`config.mk`:
```
export PLATFORM = sky130hd
export DESIGN_NAME = pc_fetch
export DESIGN_NICKNAME = d
export VERILOG_FILES = /design/src/rtl/pc_fetch_pkg.sv /design/src/rtl/pc_fetch_next_pc_sel.sv /design/src/rtl/pc_fetch.sv
export SDC_FILE = /design/constraint.sdc
export NUM_CORES = 1
export LEC_CHECK = 0
export CAP_MARGIN = 0
export CORE_MARGIN = 5
export CORE_UTILIZATION = 45
export CTS_CLUSTER_SIZE = 14
export DETAILED_ROUTE_END_ITERATION = 8
export PLACE_DENSITY = 0.93
export SLEW_MARGIN = 25
export SYNTH_ARGS = -nofsm -noshare
export SYNTH_HDL_FRONTEND = slang
export SYNTH_SLANG_ARGS = --single-unit
```
`constraint.sdc`:
```
create_clock -name clk -period 4.7 [get_ports clk]
set_input_delay 0.94 -clock clk [delete_from_list [all_inputs] [get_ports clk]]
set_output_delay 0.94 -clock clk [all_outputs]
set_load 0.02 [all_outputs]
```
`src/rtl/pc_fetch_pkg.sv`:
```
// Shared types and constants for the pc_fetch instruction-fetch stage.
// Holds the FSM state encoding, default reset PC and instruction field positions.
package pc_fetch_pkg;

    typedef enum logic [1:0] {
        IDLE  = 2'd0,
        FETCH = 2'd1,
        EXEC  = 2'd2,
        HALT  = 2'd3
    } state_t;

    localparam logic [31:0] RESET_PC_DEFAULT = 32'h0000_0000;

    // Field positions inside a MIPS instruction word.
    localparam int OPCODE_MSB   = 31;
    localparam int OPCODE_LSB   = 26;
    localparam int FUNCT_MSB    = 5;
    localparam int IMM16_MSB    = 15;
    localparam int TARGET26_MSB = 25;

    localparam int OPCODE_W = OPCODE_MSB - OPCODE_LSB + 1;
    localparam int FUNCT_W  = FUNCT_MSB + 1;

    // Sign-extended word offset of a branch immediate, already scaled to bytes.
    function automatic logic [31:0] branch_offset(input logic [IMM16_MSB:0] imm16);
        return {{14{imm16[IMM16_MSB]}}, imm16, 2'b00};
    endfunction

endpackage

```
`src/rtl/pc_fetch_next_pc_sel.sv`:
```
// Combinational next-PC selection: sequential, branch, J and JR targets.
// With FETCH_ALIGN_CHECK_EN defined a misaligned JR target is flagged instead of masked.
module pc_fetch_next_pc_sel
    import pc_fetch_pkg::*;
(
    input  logic [31:0]           pc,
    input  logic [TARGET26_MSB:0] target,
    input  logic                  beq,
    input  logic                  bne,
    input  logic                  j_c,
    input  logic                  jr_c,
    input  logic                  zero,
    input  logic [31:0]           rs_val,
    output logic [31:0]           next_pc,
    output logic [31:0]           pc_plus4,
    output logic                  misalign
);

    logic        taken;
    logic [31:0] jr_target;

    assign pc_plus4 = pc + 32'd4;
    assign taken    = (beq & zero) | (bne & ~zero);

`ifdef FETCH_ALIGN_CHECK_EN
    assign jr_target = rs_val;
    assign misalign  = jr_c & (|rs_val[1:0]);
`else
    // Low address bits of a JR target are dropped rather than trapped.
    logic unused_rs_lsbs;
    assign unused_rs_lsbs = ^rs_val[1:0];
    assign jr_target      = {rs_val[31:2], 2'b00};
    assign misalign       = 1'b0;
`endif

    always_comb begin
        next_pc = pc_plus4;
        if (jr_c) begin
            next_pc = jr_target;
        end else if (j_c) begin
            next_pc = {pc_plus4[31:28], target, 2'b00};
        end else if (taken) begin
            next_pc = pc_plus4 + branch_offset(target[IMM16_MSB:0]);
        end
    end

endmodule

```
`src/rtl/pc_fetch.sv`:
```
// Instruction-fetch / program-counter stage of the single-cycle MIPS core.
// Optional feature macro: FETCH_ALIGN_CHECK_EN (misaligned JR halts with sticky fetch_fault).
module pc_fetch
    import pc_fetch_pkg::*;
#(
    parameter logic [31:0] RESET_PC = RESET_PC_DEFAULT
) (
    input  logic        clk,
    input  logic        rst,
    output logic        imem_req,
    output logic [31:0] imem_addr,
    input  logic        imem_ack,
    input  logic [31:0] imem_rdata,
    output logic [31:0] instr,
    output logic        instr_valid,
    output logic [31:0] pc,
    output logic [31:0] pc_plus4,
    input  logic        commit,
    input  logic        beq,
    input  logic        bne,
    input  logic        j_c,
    input  logic        jr_c,
    input  logic        zero,
    input  logic [31:0] rs_val,
    output logic        fetch_fault
);

    state_t      state;
    state_t      state_next;
    logic [31:0] next_pc;
    logic        misalign;
    logic        load_instr;
    logic        load_pc;
    logic        set_fault;

    pc_fetch_next_pc_sel u_next_pc_sel (
        .pc       (pc),
        .target   (instr[TARGET26_MSB:0]),
        .beq      (beq),
        .bne      (bne),
        .j_c      (j_c),
        .jr_c     (jr_c),
        .zero     (zero),
        .rs_val   (rs_val),
        .next_pc  (next_pc),
        .pc_plus4 (pc_plus4),
        .misalign (misalign)
    );

    assign imem_addr = pc;

    always_ff @(posedge clk or posedge rst) begin
        if (rst) begin
            state <= IDLE;
        end else begin
            state <= state_next;
        end
    end

    always_comb begin
        state_next  = state;
        imem_req    = 1'b0;
        instr_valid = 1'b0;
        load_instr  = 1'b0;
        load_pc     = 1'b0;
        set_fault   = 1'b0;
        unique case (state)
            IDLE: begin
                state_next = FETCH;
            end
            FETCH: begin
                imem_req = 1'b1;
                if (imem_ack) begin
                    load_instr = 1'b1;
                    state_next = EXEC;
                end
            end
            EXEC: begin
                instr_valid = 1'b1;
                if (commit) begin
                    if (misalign) begin
                        set_fault  = 1'b1;
                        state_next = HALT;
                    end else begin
                        load_pc    = 1'b1;
                        state_next = FETCH;
                    end
                end
            end
            HALT: begin
                state_next = HALT;
            end
            default: begin
                state_next = IDLE;
            end
        endcase
    end

    always_ff @(posedge clk or posedge rst) begin
        if (rst) begin
            pc    <= RESET_PC;
            instr <= '0;
        end else begin
            if (load_pc) begin
                pc <= next_pc;
            end
            if (load_instr) begin
                instr <= imem_rdata;
            end
        end
    end

`ifdef FETCH_ALIGN_CHECK_EN
    // Sticky until reset so the fault survives the halt.
    always_ff @(posedge clk or posedge rst) begin
        if (rst) begin
            fetch_fault <= 1'b0;
        end else if (set_fault) begin
            fetch_fault <= 1'b1;
        end
    end
`else
    logic unused_fault;
    assign unused_fault = set_fault;
    assign fetch_fault  = 1'b0;
`endif

    // Decoder-facing fields; the opcode/funct split is fixed by the package.
    logic [OPCODE_W-1:0] unused_opcode;
    logic [FUNCT_W-1:0]  unused_funct;
    assign unused_opcode = instr[OPCODE_MSB:OPCODE_LSB];
    assign unused_funct  = instr[FUNCT_MSB:0];

endmodule

```
== Word-level counts from Yosys, hierarchy flattened ==
Cells that the tools add are included.
Storage, ports and cells
  bits in registers: 66
  input bits: 73
  output and inout bits: 131
  logic and storage cells: 28
Cells by class
  $add $sub $neg: 2
  equality and inequality tests: 5
  multiplexer cells: 12
  bitwise operators: 4
  reduce and logical (&&, ||, !) cells: 2
Operators by type and width (count)
  32-bit two-way mux: 3
  32-bit by 3-bit adder with 32-bit output (second input constant): 1
  32-bit adder: 1
  2-bit one-hot mux with 4 select lines: 1
  1-bit two-way mux: 6
  2-bit equality test (second input constant): 2
  2-bit two-way mux: 2
  2-bit inequality test (second input constant): 2
  1-bit AND: 2
  2-bit by 1-bit equality test with 1-bit output (second input constant): 1
  2-bit logical NOT: 1
  2-bit AND reduction: 1
  1-bit inverter: 1
  1-bit bitwise OR: 1

== Longest topological paths before layout ==
Gate-level depths: netlist of the first run.
  word-level depth: 6
  mapped depth: 18
  gate-level depth less buffers: 18

== Cells and area by module ==
From an unflattened synthesis of the first run, not the netlist that was laid out.
Second synthesis, totals
  cell total of the unflattened synthesis: 636
  area total of the unflattened synthesis: 5830.6 µm²
By module, submodules not included
  pc_fetch_next_pc_sel: times used 1, cells an instance 455, area each 2951.6 µm²
  pc_fetch: times used 1, cells an instance 181, area each 2879.0 µm²

== Least setup slack after synthesis of the first run ==
No wires, ideal clock.
  kind: flip-flop to flip-flop
  start: reg pc[2], in the netlist imem_addr[2]
  end: reg pc[31], in the netlist imem_addr[31]
  data arrival time: 3.849 ns
  data required time: 4.578 ns
  slack: 0.728 ns
  stages on the path, launching flop included: 19
  clock period less this slack: 3.972 ns
  path through: dfrtp_1 -> ha_1 -> nand4_1 -> nor2_1 -> and2_1 -> and2_1 -> nand3_1 -> xnor2_1 -> ha_1 -> clkbuf_1 -> a21oi_1 -> o21bai_1 -> a21oi_1 -> o21ai_0 -> or4_1 -> mux2i_1 -> o21ai_0 -> nand3_1 -> a21oi_1
On the way
  cells in the longest elaborated chain, start to end: 5
Ends and longest elaborated chain
  from (decl): RTL line pc_fetch.sv:16  | output logic [31:0] pc,
  from (signal assigned): RTL line pc_fetch.sv:105  | pc <= next_pc;
  32-bit by 3-bit adder with 32-bit output: RTL line pc_fetch_next_pc_sel.sv:22  | assign pc_plus4 = pc + 32'd4;
  via pc_plus4[24]: RTL line pc_fetch.sv:17  | output logic [31:0] pc_plus4,
  32-bit adder: RTL line pc_fetch_next_pc_sel.sv:43  | next_pc = pc_plus4 + branch_offset(target[IMM16_MSB:0]);
  32-bit two-way mux: RTL line pc_fetch_next_pc_sel.sv:42  | end else if (taken) begin
  32-bit two-way mux: RTL line pc_fetch_next_pc_sel.sv:40  | end else if (j_c) begin
  32-bit two-way mux: RTL line pc_fetch_next_pc_sel.sv:38  | if (jr_c) begin
The timed path passes the listed nets, and every way through them passes these cells.
A chain may end at the register's enable or synchronous reset.

== Worst setup path after layout of the first run ==
  start: reg pc[2], in the netlist imem_addr[2]
  end: reg pc[31], in the netlist imem_addr[31]
On the way
  cells in the longest elaborated chain, start to end: 5
Ends and longest elaborated chain (RTL line)
  32-bit by 3-bit adder with 32-bit output (*): pc_fetch_next_pc_sel.sv:22
  32-bit adder: pc_fetch_next_pc_sel.sv:43
  32-bit two-way mux: pc_fetch_next_pc_sel.sv:42
  32-bit two-way mux (*): pc_fetch_next_pc_sel.sv:40
  32-bit two-way mux (*): pc_fetch_next_pc_sel.sv:38
Every way passes the cells marked *; elsewhere a longest branch is shown, timed or not.

==> flow_summary_export.csv, run 1 <==
group,metric,value,unit
final_layout,layout.nets,929,
synthesis,avgSynthCellArea,8.52,sq um
synthesis,syn_inst,660,
synthesis,yosys.area.top_type,"dfrtp_1",
synthesis,yosysWarningCount,0,
final_layout,antenna_cells,0,
drt,drc,0,
cts,cts_post_setup_buffers_inserted,0,
critical_path,critPathLaunchType,"flip-flop",
cts,insertion_delay,0.33,ns
placed_design,port_buffers,194,
drt,ant_nets,0,
synthesis,synthMostInstantiatedCell,"nand2_1",
cts,clk_pin_slew,0.05,ns
floorplan,start_util,46.4,%
timing,period_share,91.0,%
cts,post_cts_resized,0,
cts,htreeDepth,3,
synthesis,synth_seq_cells,64,
timing,skew,0.00727,ns
global_routing,grt_usage,24.8,%
synthesis,synth_common_cells,"nand2_1, dfrtp_1, nor2_1",
floorplan,die_h,122,microns
drt,wirelength,19100,microns
drt,post_drt_via_cell_ratio,5.89,
placed_design,place_congestion,0.932,
drt,vias,5823,
global_routing,antenna_found_initial,0,
synthesis,synth-edff-count,0,
drt,wl_per_cell,19.3,microns
floorplan,placementRows,40,
synthesis,async_flop_share,100,%
critical_path,critical_path_class,"flip-flop to flip-flop",
cts,hold_buffers,0,
final_layout,drive_gt1_share,9.62,%
placed_design,hpwl,14900,microns
synthesis,synthTopCellsByArea,"dfrtp_1, ha_1, mux2_2",
cts,cts_buffers,9,
pwr,ir_worst_vdd,0.529,mV
timing,fin_setup_tns,0,ns
floorplan,die_x,122,microns
floorplan,io_pins,204,
timing,finalCriticalPeriod,4.28,ns
timing,fmax,234,MHz
timing,slew_headroom,35.4,%
final_layout,area_growth,37.9,%
synthesis,ys_seq_area_share,28.5,%
synthesis,ys.flop_type,"dfrtp_1",
global_routing,grt_pass1_wl,29100,microns
cts,ctsRootBufferMaster,"clkbuf_16",
timing,setup_viol_count_final,0,
status,status,"finished, final reports clean",
critical_path,cp_max_fo,7,
placed_design,post-place-ws,0.569,ns
timing,rsz0062_at_grt,"false",
timing,worst_slew_pin_slew,0.968,ns
floorplan,dieArea,0.0148,sq mm
timing,hold_violations,0,
drt,first_pass_iters,5,
cts,tritoncts,"done",
critical_path,crit_arrival,4.53,ns
global_routing,grt_max_degree,40,
synthesis,ys_types,69,
final_layout,fin_util,64.0,%
final_layout,fillers,998,
floorplan,coreArea,0.0121,sq mm
timing,drv_slew,0,
cts,clockBufferDepth,2,
timing,fin_ws,0.423,ns
flow_run,drv_cap,0,
synthesis,synth_top_area_share,28.5,%
critical_path,cp-end-kind,"flip-flop",
cts,cts.sinks,64,
global_routing,first_global_vias,5389,
critical_path,cp.required,4.96,ns
synthesis,synth_area,0.00562,sq mm
pwr,pwr_density_cell,860,mW/mm^2
worst_hold_path,hold_class,"flip-flop to flip-flop",
global_routing,gr-total-overflow,0,
pwr,p_leak,3.29,nW
drt,drtIter0Drc,603,
placed cells by master, fill, tap and decap left out, types with 7 or more instances in the layout:
cell type	n
clkdlybuf4s50_1	194
nand2_1	66
dfrtp_1	64
nor2_1	51
a21oi_1	47
o21ai_0	43
ha_1	36
mux2_2	34
xnor2_1	31
nand3_1	20
inv_1	18
a21o_1	18
xor2_1	17
o211ai_1	15
nand4_1	12
buf_4	12
clkbuf_16	9
nor3_1	8
and3_1	8
a211oi_1	7
conb_1	7
where the power goes:
part / leakage (nW) / switching (mW) / internal [mW]
logic: 2.41 / 2.65 / 2.20
clock network: 0.121 / 0.222 / 0.345
registers: 0.764 / 0.430 / 0.819
layer usage:
metal / track usage [%] / routed length [microns] / vias to the layer above
li1: - / - / 2663
met1: 33.0 / 7580 / 2746
met2: 39.7 / 8890 / 358
met3: 4.46 / 1860 / 56
met4: 10.3 / 751 / 0
met5: 0 / 0 / -
cells by family after synthesis:
family / count (synthesis) / share of synthesized area [%]
other: 1 / 0.0667
flip-flops: 64 / 28.5
AO/OA/AOI/OAI: 188 / 23.0
adder cells (fa/ha/maj): 37 / 8.36
buffers and inverters: 83 / 8.03
multiplexers: 41 / 8.05
AND/OR/NAND/NOR: 198 / 16.5
XOR/XNOR: 48 / 7.47
worst paths after layout:
| kind | to | depth (start not counted) | start | slack, ns |
|---|---|---|---|---|
| hold reg to reg | instr[28] | 1 | instr[28] | 0.51 |
| hold / removal | instr[28] | 1 | instr[28] | 0.51 |
| max in group asynchronous | instr[22] | 3 | rst | 2.70 |
| setup / recovery | imem_addr[31] | 18 | imem_addr[2] | 0.42 |
| min in group asynchronous | instr[3] | 2 | rst | 1.12 |
| setup reg to reg | imem_addr[31] | 18 | imem_addr[2] | 0.42 |
sequential cells by signal (all words and copies together) (netlist names):
register and flops:
imem_addr 30, instr 32, state 2
worst max-delay path, cell delays in order, from the launching register on:
cell and delay (ns):
dfrtp_1 0.45, ha_1 0.25, nand4_1 0.20, nor2_1 0.30, and2_1 0.19, and2_1 0.19
nand3_1 0.15, nor2_1 0.16, xor2_1 0.30, ha_1 0.36, a21oi_1 0.23, inv_1 0.08
a21oi_1 0.16, o21ai_0 0.19, or4_1 0.43, mux2i_1 0.23, or3_1 0.15, nand3_1 0.07
a21oi_1 0.14
through the flow:
stage                     instances  hold slack (ns)  area, sq um  power [mW]
after global routing            989            0.534         7750        7.08
after detailed placement        976            0.497         7510        6.02
final                           989            0.505         7750        6.67
after global placement          976            0.489         7510        5.90
after floorplan                 666            0.518         5650        4.38
after CTS                       989            0.508         7750        6.62
area by class of cell:
type	instances	area [sq um]	area share, %
repair buffers	206	2030	26.2
clock inverters	2	10.0	0.129
inverters	19	71.3	0.920
flip-flops and latches	64	1600	20.7
multi-input cells	519	3600	46.4
well taps	168	210	2.71
clock buffers	11	233	3.00
Note: power is estimated with default switching activity, not from simulation.
==> inputs of run 2 (changes only) <==
--- a/config.mk
+++ b/config.mk
@@ -11,6 +11,7 @@
 export CTS_CLUSTER_SIZE = 14
 export DETAILED_ROUTE_END_ITERATION = 8
 export PLACE_DENSITY = 0.93
+export RECOVER_POWER = 100
 export SLEW_MARGIN = 25
 export SYNTH_ARGS = -nofsm -noshare
 export SYNTH_HDL_FRONTEND = slang
==> flow_summary_export.csv, run 2 (synthesized netlist as in run 1, its figures left out) <==
group,metric,value,unit
status,status,"finished, violations left",
status,failed_checks,"max-capacitance violations, max-slew violations",
timing,hold_violations,0,
placed_design,hpwl,14900,microns
worst_hold_path,hold_depth,1,
pwr,swShare,50.7,%
floorplan,start_util,46.4,%
final_layout,drive_gt1_share,8.04,%
pwr,pwr-share-seq,19.4,%
cts,tritoncts,"done",
pwr,fin_total_pwr,6.35,mW
drt,drtIter0Drc,638,
final_layout,top_register,"instr",
floorplan,die_h,122,microns
final_layout,antenna_cells,0,
cts,hold_buffers,0,
global_routing,grt_pass1_wl,29100,microns
timing,fmax,225,MHz
pwr,cellInternalPower,3.13,mW
cts,cts.sinks,64,
final_layout,stdcell_area,0.00767,sq mm
critical_path,path_buf_inv,0,
cts,ctsRootBufferMaster,"clkbuf_16",
pwr,power.switching,3.22,mW
drt,vias,5832,
timing,fin_ws,0.251,ns
timing,slew_headroom,-3.58,%
drt,ant_nets,0,
timing,period_share,94.7,%
critical_path,cp-end-kind,"flip-flop",
timing,drv_slew,40,
critical_path,r2r-start,"imem_addr[2]",
final_layout,final_cell_mix,"dlygate4sd3_1, clkdlybuf4s50_1, nand2_1",
placed_design,place_inst,976,
cts,clk_pin_slew,0.05,ns
final_layout,final_common_cell,"dlygate4sd3_1",
final_layout,fin_util,63.3,%
drt,first_pass_iters,6,
timing,worst_slew_pin_slew,1.55,ns
floorplan,io_pins,204,
final_layout,fillers,1010,
critical_path,critPathTopFamily,"compound AO/OA/AOI/OAI gates",
drt,wirelength,19100,microns
timing,setup_viol_count_final,0,
critical_path,critPathLaunchType,"flip-flop",
critical_path,cp_slowest_cell,"a221oi_1",
pwr,pwr_density_cell,828,mW/mm^2
worst_hold_path,min-delay-start,"instr[28]",
critical_path,critical_path_class,"flip-flop to flip-flop",
final_layout,area_growth,36.4,%
timing,finalCriticalPeriod,4.45,ns
final_layout,multi_input_area,0.00352,sq mm
placed_design,port_buffers,194,
critical_path,crit_start,"imem_addr[2]",
timing,rsz0062_at_grt,"false",
final_layout,final-instance-count-excl-fill,989,
critical_path,max_stage_delay,0.46,ns
critical_path,crit_arrival,4.66,ns
timing,fin_setup_tns,0,ns
flow_run,drv_cap,1,
placed_design,placed_cell_area,0.00751,sq mm
cts,post_cts_resized,0,
cts,htreeDepth,3,
global_routing,gr-total-overflow,0,
global_routing,first_global_vias,5389,
final_layout,seq_area,0.00160,sq mm
timing,whs,0.499,ns
pwr,ir_worst_vdd,0.503,mV
floorplan,dieArea,0.0148,sq mm
critical_path,cp_num_cells,14,
pwr,p_comb_share,71.6,%
critical_path,cp.required,4.91,ns
drt,wl_per_cell,19.3,microns
drt,drc,0,
critical_path,reg2reg_depth,14,
global_routing,antenna_found_initial,0,
cts,cts_post_setup_buffers_inserted,0,
cts,clockBufferDepth,2,
global_routing,grt_max_degree,40,
final_layout,layout.nets,929,
global_routing,grt_usage,24.8,%
placed_design,place_congestion,0.932,
pwr,p_leak,3.37,nW
worst_hold_path,hold_class,"flip-flop to flip-flop",
cts,insertion_delay,0.33,ns
timing,skew,0.00581,ns
pwr,p_clk_share,9.0,%
floorplan,die_x,122,microns
floorplan,coreArea,0.0121,sq mm
placed_design,post-place-ws,0.569,ns
drt,post_drt_via_cell_ratio,5.90,
cts,cts_buffers,9,
critical_path,crit_chain,"ha_1 > nand4_1 > nor2_1 > xor2_1 > ha_1 > a21o_2 > a311o_2 > a221oi_1 > a31oi_1 > a41oi_1 > o21ai_1 > xor2_1 > mux2i_1 > o21ai_0",
floorplan,placementRows,40,
critical_path,cp_max_fo,7,
final_layout,largest_reg_flops,32,
run 2: per-layer routing:
| layer | share of wire, % | routed length (microns) | vias to the layer above | track usage [%] |
|---|---|---|---|---|
| met5 | 0 | 0 | - | 0 |
| met4 | 4.2 | 809 | 0 | 10.3 |
| met3 | 9.8 | 1860 | 54 | 4.46 |
| met2 | 46 | 8740 | 345 | 39.7 |
| met1 | 40 | 7660 | 2761 | 33.0 |
| li1 | - | - | 2672 | - |
run 2: final timing paths:
path | to | slack, ns
worst min-delay path | instr[28] | 0.50
worst max register to register | imem_addr[27] | 0.25
min in group asynchronous | instr[3] | 1.53
max in group asynchronous | instr[8] | 1.22
worst min register to register | instr[28] | 0.50
worst max-delay path | imem_addr[27] | 0.25
run 2: layout make-up:
cell class	count	share of cell area (%)
multi-input cells	519	45.9
well taps	168	2.74
clock buffers	11	3.03
inverters	19	0.930
clock inverters	2	0.131
repair buffers	206	26.4
flip-flops and latches	64	20.9
run 2: power by group through the flow:
stage               Sequential [mW]  Combinational [mW]  Clock, mW
floorplan                      1.44                2.94          0
global placement               1.22                4.68          0
detailed placement             1.24                4.78          0
CTS                            1.24                4.81      0.579
global route                   1.27                4.88      0.597
finish                         1.23                4.55      0.569
